`src/rtl/acl_hdr_parser_if.sv`:
```
// Ingress beat stream (32-bit, no backpressure) consumed by acl_hdr_parser.
interface acl_hdr_parser_if;
    logic        tvalid;
    logic [31:0] tdata;
    logic        tlast;

    modport master (output tvalid, output tdata, output tlast);
    modport slave  (input  tvalid, input  tdata, input  tlast);
endinterface

```
`src/rtl/acl_hdr_parser.sv`:
```
// Ethernet/IPv4/L4 header field extractor for the ACL match stage.
// Optional ACL_HDR_STATS_EN adds saturating frame/runt/TCP counters.
module acl_hdr_parser #(
    parameter int WORD_CNT_W = 16,
    parameter int HDR_BEATS  = 10
) (
    input  logic                  clk,
    input  logic                  rst,
    acl_hdr_parser_if.slave       rxd,
    output logic [47:0]           o_dst_mac,
    output logic [47:0]           o_src_mac,
    output logic [15:0]           o_ethertype,
    output logic [7:0]            o_ip_proto,
    output logic [31:0]           o_src_ip,
    output logic [31:0]           o_dst_ip,
    output logic [15:0]           o_src_port,
    output logic [15:0]           o_dst_port,
    output logic                  o_is_ipv4,
    output logic                  o_is_tcp,
    output logic                  o_hdr_valid,
    output logic                  o_frame_done,
    output logic [WORD_CNT_W-1:0] o_frame_words,
    output logic                  o_runt
`ifdef ACL_HDR_STATS_EN
    ,
    output logic [31:0]           o_stat_frames,
    output logic [31:0]           o_stat_runts,
    output logic [31:0]           o_stat_tcp
`endif
);

    typedef enum logic [1:0] {IDLE, HDR, PAYLOAD} state_t;

    localparam logic [WORD_CNT_W-1:0] LAST_HDR = WORD_CNT_W'(HDR_BEATS - 1);

    state_t                state, state_nxt;
    logic [WORD_CNT_W-1:0] cnt;
    logic [WORD_CNT_W-1:0] idx;
    logic [WORD_CNT_W-1:0] idx_inc;
    logic [3:0]            beat_sel;
    logic                  hdr_phase;
    logic                  hdr_done;
    logic                  last_beat;

    logic [47:0] sh_dst_mac;
    logic [47:0] sh_src_mac;
    logic [15:0] sh_ethertype;
    logic [7:0]  sh_ver_ihl;
    logic [7:0]  sh_proto;
    logic [31:0] sh_src_ip;
    logic [31:0] sh_dst_ip;
    logic [15:0] sh_src_port;
    logic        nxt_is_ipv4;
    logic        nxt_is_tcp;

    // In IDLE the incoming beat is always index 0, regardless of stale cnt.
    assign idx       = (state == IDLE) ? '0 : cnt;
    assign idx_inc   = (&idx) ? idx : idx + 1'b1;
    assign beat_sel  = idx[3:0];
    assign hdr_phase = rxd.tvalid && (state != PAYLOAD);
    assign hdr_done  = rxd.tvalid && (state == HDR) && (idx == LAST_HDR);
    assign last_beat = rxd.tvalid && rxd.tlast;

    assign nxt_is_ipv4 = (sh_ethertype == 16'h0800) && (sh_ver_ihl == 8'h45);
    assign nxt_is_tcp  = nxt_is_ipv4 && (sh_proto == 8'h06);

    always_ff @(posedge clk) begin
        if (rst) state <= IDLE;
        else     state <= state_nxt;
    end

    always_comb begin
        state_nxt = state;
        if (rxd.tvalid) begin
            case (state)
                IDLE:    if (!rxd.tlast) state_nxt = HDR;
                HDR: begin
                    if (rxd.tlast)            state_nxt = IDLE;
                    else if (idx == LAST_HDR) state_nxt = PAYLOAD;
                end
                PAYLOAD: if (rxd.tlast) state_nxt = IDLE;
                default: state_nxt = IDLE;
            endcase
        end
    end

    always_ff @(posedge clk) begin
        if (rst) begin
            cnt <= '0;
        end else if (rxd.tvalid) begin
            cnt <= rxd.tlast ? '0 : idx_inc;
        end
    end

    always_ff @(posedge clk) begin
        if (rst) begin
            sh_dst_mac   <= '0;
            sh_src_mac   <= '0;
            sh_ethertype <= '0;
            sh_ver_ihl   <= '0;
            sh_proto     <= '0;
            sh_src_ip    <= '0;
            sh_dst_ip    <= '0;
            sh_src_port  <= '0;
        end else if (hdr_phase) begin
            case (beat_sel)
                4'd0: sh_dst_mac[47:16] <= rxd.tdata;
                4'd1: begin
                    sh_dst_mac[15:0]  <= rxd.tdata[31:16];
                    sh_src_mac[47:32] <= rxd.tdata[15:0];
                end
                4'd2: sh_src_mac[31:0] <= rxd.tdata;
                4'd3: begin
                    sh_ethertype <= rxd.tdata[31:16];
                    sh_ver_ihl   <= rxd.tdata[15:8];
                end
                4'd5: sh_proto <= rxd.tdata[7:0];
                4'd6: sh_src_ip[31:16] <= rxd.tdata[15:0];
                4'd7: begin
                    sh_src_ip[15:0]  <= rxd.tdata[31:16];
                    sh_dst_ip[31:16] <= rxd.tdata[15:0];
                end
                4'd8: begin
                    sh_dst_ip[15:0] <= rxd.tdata[31:16];
                    sh_src_port     <= rxd.tdata[15:0];
                end
                default: ;
            endcase
        end
    end

    // Beat 9 carries dst_port, so it bypasses the shadow and loads straight out.
    always_ff @(posedge clk) begin
        if (rst) begin
            o_dst_mac   <= '0;
            o_src_mac   <= '0;
            o_ethertype <= '0;
            o_ip_proto  <= '0;
            o_src_ip    <= '0;
            o_dst_ip    <= '0;
            o_src_port  <= '0;
            o_dst_port  <= '0;
            o_is_ipv4   <= 1'b0;
            o_is_tcp    <= 1'b0;
        end else if (hdr_done) begin
            o_dst_mac   <= sh_dst_mac;
            o_src_mac   <= sh_src_mac;
            o_ethertype <= sh_ethertype;
            o_ip_proto  <= sh_proto;
            o_src_ip    <= sh_src_ip;
            o_dst_ip    <= sh_dst_ip;
            o_src_port  <= sh_src_port;
            o_dst_port  <= rxd.tdata[31:16];
            o_is_ipv4   <= nxt_is_ipv4;
            o_is_tcp    <= nxt_is_tcp;
        end
    end

    always_ff @(posedge clk) begin
        if (rst) begin
            o_hdr_valid   <= 1'b0;
            o_frame_done  <= 1'b0;
            o_runt        <= 1'b0;
            o_frame_words <= '0;
        end else begin
            o_hdr_valid  <= hdr_done;
            o_frame_done <= last_beat;
            o_runt       <= last_beat && (state != PAYLOAD) && (idx < LAST_HDR);
            if (last_beat) o_frame_words <= idx_inc;
        end
    end

`ifdef ACL_HDR_STATS_EN
    // Counters advance on the same edge that raises the matching strobe.
    always_ff @(posedge clk) begin
        if (rst) begin
            o_stat_frames <= '0;
            o_stat_runts  <= '0;
            o_stat_tcp    <= '0;
        end else begin
            if (last_beat && !(&o_stat_frames))
                o_stat_frames <= o_stat_frames + 32'd1;
            if (last_beat && (state != PAYLOAD) && (idx < LAST_HDR) && !(&o_stat_runts))
                o_stat_runts <= o_stat_runts + 32'd1;
            if (hdr_done && nxt_is_tcp && !(&o_stat_tcp))
                o_stat_tcp <= o_stat_tcp + 32'd1;
        end
    end
`endif

endmodule
```
`src/flat_wrapper.sv`:
```
// flat-port wrapper written by rule: the top's interface ports become plain ports
module acl_hdr_parser_flat 
#(
    parameter int WORD_CNT_W = 16,
    parameter int HDR_BEATS  = 10
)
  (clk, rst, o_dst_mac, o_src_mac, o_ethertype, o_ip_proto, o_src_ip, o_dst_ip, o_src_port, o_dst_port, o_is_ipv4, o_is_tcp, o_hdr_valid, o_frame_done, o_frame_words, o_runt, rxd_tvalid, rxd_tdata, rxd_tlast);
  acl_hdr_parser_if rxd_i ();
  input  logic clk;
  input  logic rst;
  output logic [47:0] o_dst_mac;
  output logic [47:0] o_src_mac;
  output logic [15:0] o_ethertype;
  output logic [7:0] o_ip_proto;
  output logic [31:0] o_src_ip;
  output logic [31:0] o_dst_ip;
  output logic [15:0] o_src_port;
  output logic [15:0] o_dst_port;
  output logic o_is_ipv4;
  output logic o_is_tcp;
  output logic o_hdr_valid;
  output logic o_frame_done;
  output logic [WORD_CNT_W-1:0] o_frame_words;
  output logic o_runt;
  input wire logic [$bits(rxd_i.tvalid)-1:0] rxd_tvalid;
  input wire logic [$bits(rxd_i.tdata)-1:0] rxd_tdata;
  input wire logic [$bits(rxd_i.tlast)-1:0] rxd_tlast;
  assign rxd_i.tvalid = rxd_tvalid;
  assign rxd_i.tdata = rxd_tdata;
  assign rxd_i.tlast = rxd_tlast;
  acl_hdr_parser #(.WORD_CNT_W(WORD_CNT_W), .HDR_BEATS(HDR_BEATS)) u_core (.clk(clk), .rst(rst), .rxd(rxd_i), .o_dst_mac(o_dst_mac), .o_src_mac(o_src_mac), .o_ethertype(o_ethertype), .o_ip_proto(o_ip_proto), .o_src_ip(o_src_ip), .o_dst_ip(o_dst_ip), .o_src_port(o_src_port), .o_dst_port(o_dst_port), .o_is_ipv4(o_is_ipv4), .o_is_tcp(o_is_tcp), .o_hdr_valid(o_hdr_valid), .o_frame_done(o_frame_done), .o_frame_words(o_frame_words), .o_runt(o_runt));
endmodule
```
`config.mk`:
```
export PLATFORM = sky130hd
export DESIGN_NAME = acl_hdr_parser_flat
export DESIGN_NICKNAME = d
export VERILOG_FILES = /design/src/rtl/acl_hdr_parser_if.sv /design/src/rtl/acl_hdr_parser.sv /design/src/flat_wrapper.sv
export SDC_FILE = /design/constraint.sdc
export NUM_CORES = 1
export LEC_CHECK = 0
export BUFFER_PORTS_ARGS = -buffer_cell sky130_fd_sc_hd__buf_2
export CAP_MARGIN = 0
export CORE_AREA = 2 2 222 312
export DETAILED_ROUTE_END_ITERATION = 6
export DIE_AREA = 0 0 224 314
export GPL_TIMING_DRIVEN = 0
export PLACE_DENSITY_LB_ADDON = 0.25
export SYNTH_ARGS = -nofsm -noshare
export SYNTH_HDL_FRONTEND = slang
export SYNTH_SLANG_ARGS = --single-unit
```
`constraint.sdc`:
```
create_clock -name clk -period 7 [get_ports clk]
set_input_delay 0 -clock clk [delete_from_list [all_inputs] [get_ports clk]]
set_output_delay 0 -clock clk [all_outputs]
set_load 0.01 [all_outputs]
```
==> run metrics <==
Final GP Congestion ~0.86; dpl cell area around 0.019 mm²; share of cells above drive strength 1 between 15 and 20%; postcts setup bufs 0; Avg WL per Cell 20.3 µm; initial antenna violation count 1; pre-CTS setup slack 2900 ps; post-layout instance area 0.0211 mm²; largest net degree at the start of global routing 14; Tcrit/Tclk final 59.2%; GRT Total Usage about a fifth; Via Count 15600; CTS Root Buffer Type clkbuf_16; Combinational Power Share between 3 and 4%; setup_tns 0 ps; dpl hpwl 50500 µm; global route overflow 0; # H-tree levels 2; total core area about 0.067 mm²; Cell variety after synth 64; synth warn 0; Post-Synthesis Cells 2126; Worst EP required 7490 ps; TritonCTS Buffers 48; fillcell total 7172; Avg Cell Area, Syn slightly below 8 µm²; Worst-path clk slew 60 ps; n_diodes 0; Die X 224 µm; R2R depth 11; Pleak roughly 7.8 nW; Worst Hold Depth 4; Max-slew headroom between 6 and 7%; global-route wire length before repair 99500 µm; maxcap violations 0; Final WS setup 2850 ps; min-delay worst type input pin to flip-flop; final-report hold violation count 0; R2R Setup Slk 2850 ps; Total Power 0.00549 W; I/O Buffers 270; io pins 273; peak supply drop 0.153 mV; final setup vio count 0; Slew @ Worst Pin 1410 ps; starting density of the core 24.8%; synthesized area 0.0167 mm²; # DRC 0; P per Cell Area 261 mW/mm²; CTS Sinks 463; Final Slew Violations 0; Layout Skew 22.6 ps; Critical R2R Capture u_core.o_src_ip[13]; outcome completed; FF+latch area 0.00927 mm²; Max Root-Sink Buffers 3; Synth async-reset ratio 0%; worst endpoint data arrival time 4630 ps; vias in the first global route around 16000; cts hold-fix bufs 34; clk_lat worst skew 580 ps; routed vias/inst 4.61; synthesis-to-finish area growth 26.0%; Final Core Density 31.3%; die area 0.0703 mm²; WS Path Type flip-flop to flip-flop; final net count 2521; routed wire length a little under 70000 µm; Reg power frac 48.4%; Antenna Nets Post-Route 0; First-pass DRT Iterations 5; Post-synth EDFFs 0; Row Count 113; register bit total from synthesis ~460; clock network power share 47.7%; Worst setup EP type flip-flop; CTS tree built; Max FO, Critical Path 10; chip height 314 µm; syn nets 2167; unrepaired setup endpoints after global routing no; Int Power 0.00423 W; launch point of the worst reg-to-reg path u_core.state[0]; max frequency 0.241 GHz; post-synthesis sequential area ratio 55.4%; min-delay src rxd_tlast; sw power 0.00126 W; min cycle time layout about 4100 ps; Endpoint, Worst Hold u_core.state[0]; Top FF cell, synth dfxtp_1; Resize count post-CTS 0; CP startpoint kind flip-flop; DRT iter0 DRCs 856; area of the multi-input gates 0.00676 mm²; Sw Share 23.0%
## routing by layer
layer,track usage [%],part of all wire (%),up-vias
met2,34.9,51,409
met3,3.88,5.3,110
li1,-,-,7669
met5,0,0,-
met1,21.8,41,7374
met4,7.15,3.6,0
## registers in the layout, summed over array words and instances (netlist names)
signal,flops
u_core.sh_dst_mac,48
u_core.sh_ver_ihl,8
u_core.sh_src_mac,48
u_core.o_src_port,16
u_core.sh_ethertype,16
u_core.o_src_mac,48
u_core.o_frame_words,16
u_core.o_is_ipv4,1
u_core.sh_src_port,16
u_core.o_src_ip,32
u_core.o_dst_mac,48
u_core.o_runt,1
u_core.sh_proto,8
u_core.state,2
u_core.o_dst_port,16
u_core.o_ethertype,16
u_core.o_is_tcp,1
u_core.cnt,16
u_core.sh_src_ip,32
u_core.o_dst_ip,32
u_core.o_frame_done,1
u_core.sh_dst_ip,32
u_core.o_hdr_valid,1
u_core.o_ip_proto,8
## area by class of cell
type,instances,area share [%]
Buffer,157,3.13
Clock buffer,70,6.67
Clock inverter,12,0.837
Inverter,9,0.160
Multi-Input combinational cell,1497,32.1
Sequential cell,463,44.0
Tap cell,862,5.12
Timing Repair Buffer,304,8.03
## power groups by stage
stage / Clock [W] / Sequential, W / Combinational (W)
6_report: 0.00262 / 0.00266 / 0.000210
5_1_grt: 0.00279 / 0.00266 / 0.000227
4_1_cts: 0.00269 / 0.00266 / 0.000215
3_5_place_dp: 0 / 0.00272 / 0.000199
3_3_place_gp: 0 / 0.00272 / 0.000197
2_1_floorplan: 0 / 0.00272 / 0.0000784
## cell usage in the layout, fill, tap and decap left out, types with 3 or more instances in the layout
cell type      instances
a31oi_1                6
nor4_1                 9
a211oi_1               8
clkbuf_8              10
xnor2_1                4
bufinv_16              4
clkbuf_16             49
nor4b_1                4
clkbuf_1             122
dlygate4sd3_1         34
buf_2                312
nand2_1              881
nand4_1                7
and3_1                 4
ha_1                   5
nand3b_1               3
a32o_1                 6
and4b_1                3
clkinv_2               3
and2_1                 8
inv_1                  8
nor3_1                 6
clkinvlp_4             4
nand3_1               15
xor2_1                 6
buf_4                  3
nor2_1                24
a21oi_1              436
a21o_1                 3
o21ai_0               11
dfxtp_1              463
## cells in the mapped netlist, types with 7 or more instances
| library cell | n | area share, % |
|---|---|---|
| nand2_1 | 881 | 20 |
| dfxtp_1 | 463 | 55 |
| a21oi_1 | 436 | 13 |
| clkbuf_1 | 111 | 2.5 |
| buf_2 | 42 | 1.3 |
| nor2_1 | 24 | 0.54 |
| nand3_1 | 15 | 0.45 |
| o21ai_0 | 11 | 0.33 |
| nor4_1 | 9 | 0.34 |
| a211oi_1 | 8 | 0.36 |
| and2_1 | 8 | 0.30 |
| inv_1 | 8 | 0.18 |
| nand4_1 | 7 | 0.26 |
## worst max-delay path, stage by stage, from the launching register on
cell and delay [ps]:
dfxtp_1 390, buf_6 170, or2_1 100, clkbuf_1 310, clkbuf_1 480, nand2_1 250
ha_1 350, nand4_1 160, clkbuf_1 1040, clkbuf_1 520, nand2_1 130, a21oi_1 140
## metrics by stage
step	std cells	hold WS [ps]
finish	3374	14.8
global route	3374	79.2
global placement	3258	391
CTS	3374	2.89
detailed placement	3258	402
floorplan	2126	136
## logic make-up (layout without fill, tap and decap cells)
family | count (synthesis) | count (layout) | synth area share (%)
buffers and inverters | 166 | 552 | 4.15
AOI/OAI and AO/OA | 495 | 495 | 15.8
muxes | 1 | 1 | 0.0673
adders and majority gates | 5 | 5 | 0.374
and+or+nand+nor | 986 | 986 | 23.7
xor gates and xnor gates | 10 | 10 | 0.524
DFF | 463 | 463 | 55.4
## how the worst max path moves through the flow
stage,startpoint,endpoint,slack (ps),cells past startpoint
finish,u_core.state[0],u_core.o_src_ip[13],2850,11
global route,u_core.state[0],u_core.o_src_ip[10],2540,11
CTS,u_core.state[0],u_core.o_src_ip[10],2840,11
detailed placement,u_core.state[0],u_core.o_src_ip[10],2900,11
global placement,u_core.state[0],u_core.o_src_ip[17],2900,11
floorplan,u_core.state[0],u_core.cnt[4],4190,13
Power figures use the tool's default switching activity.
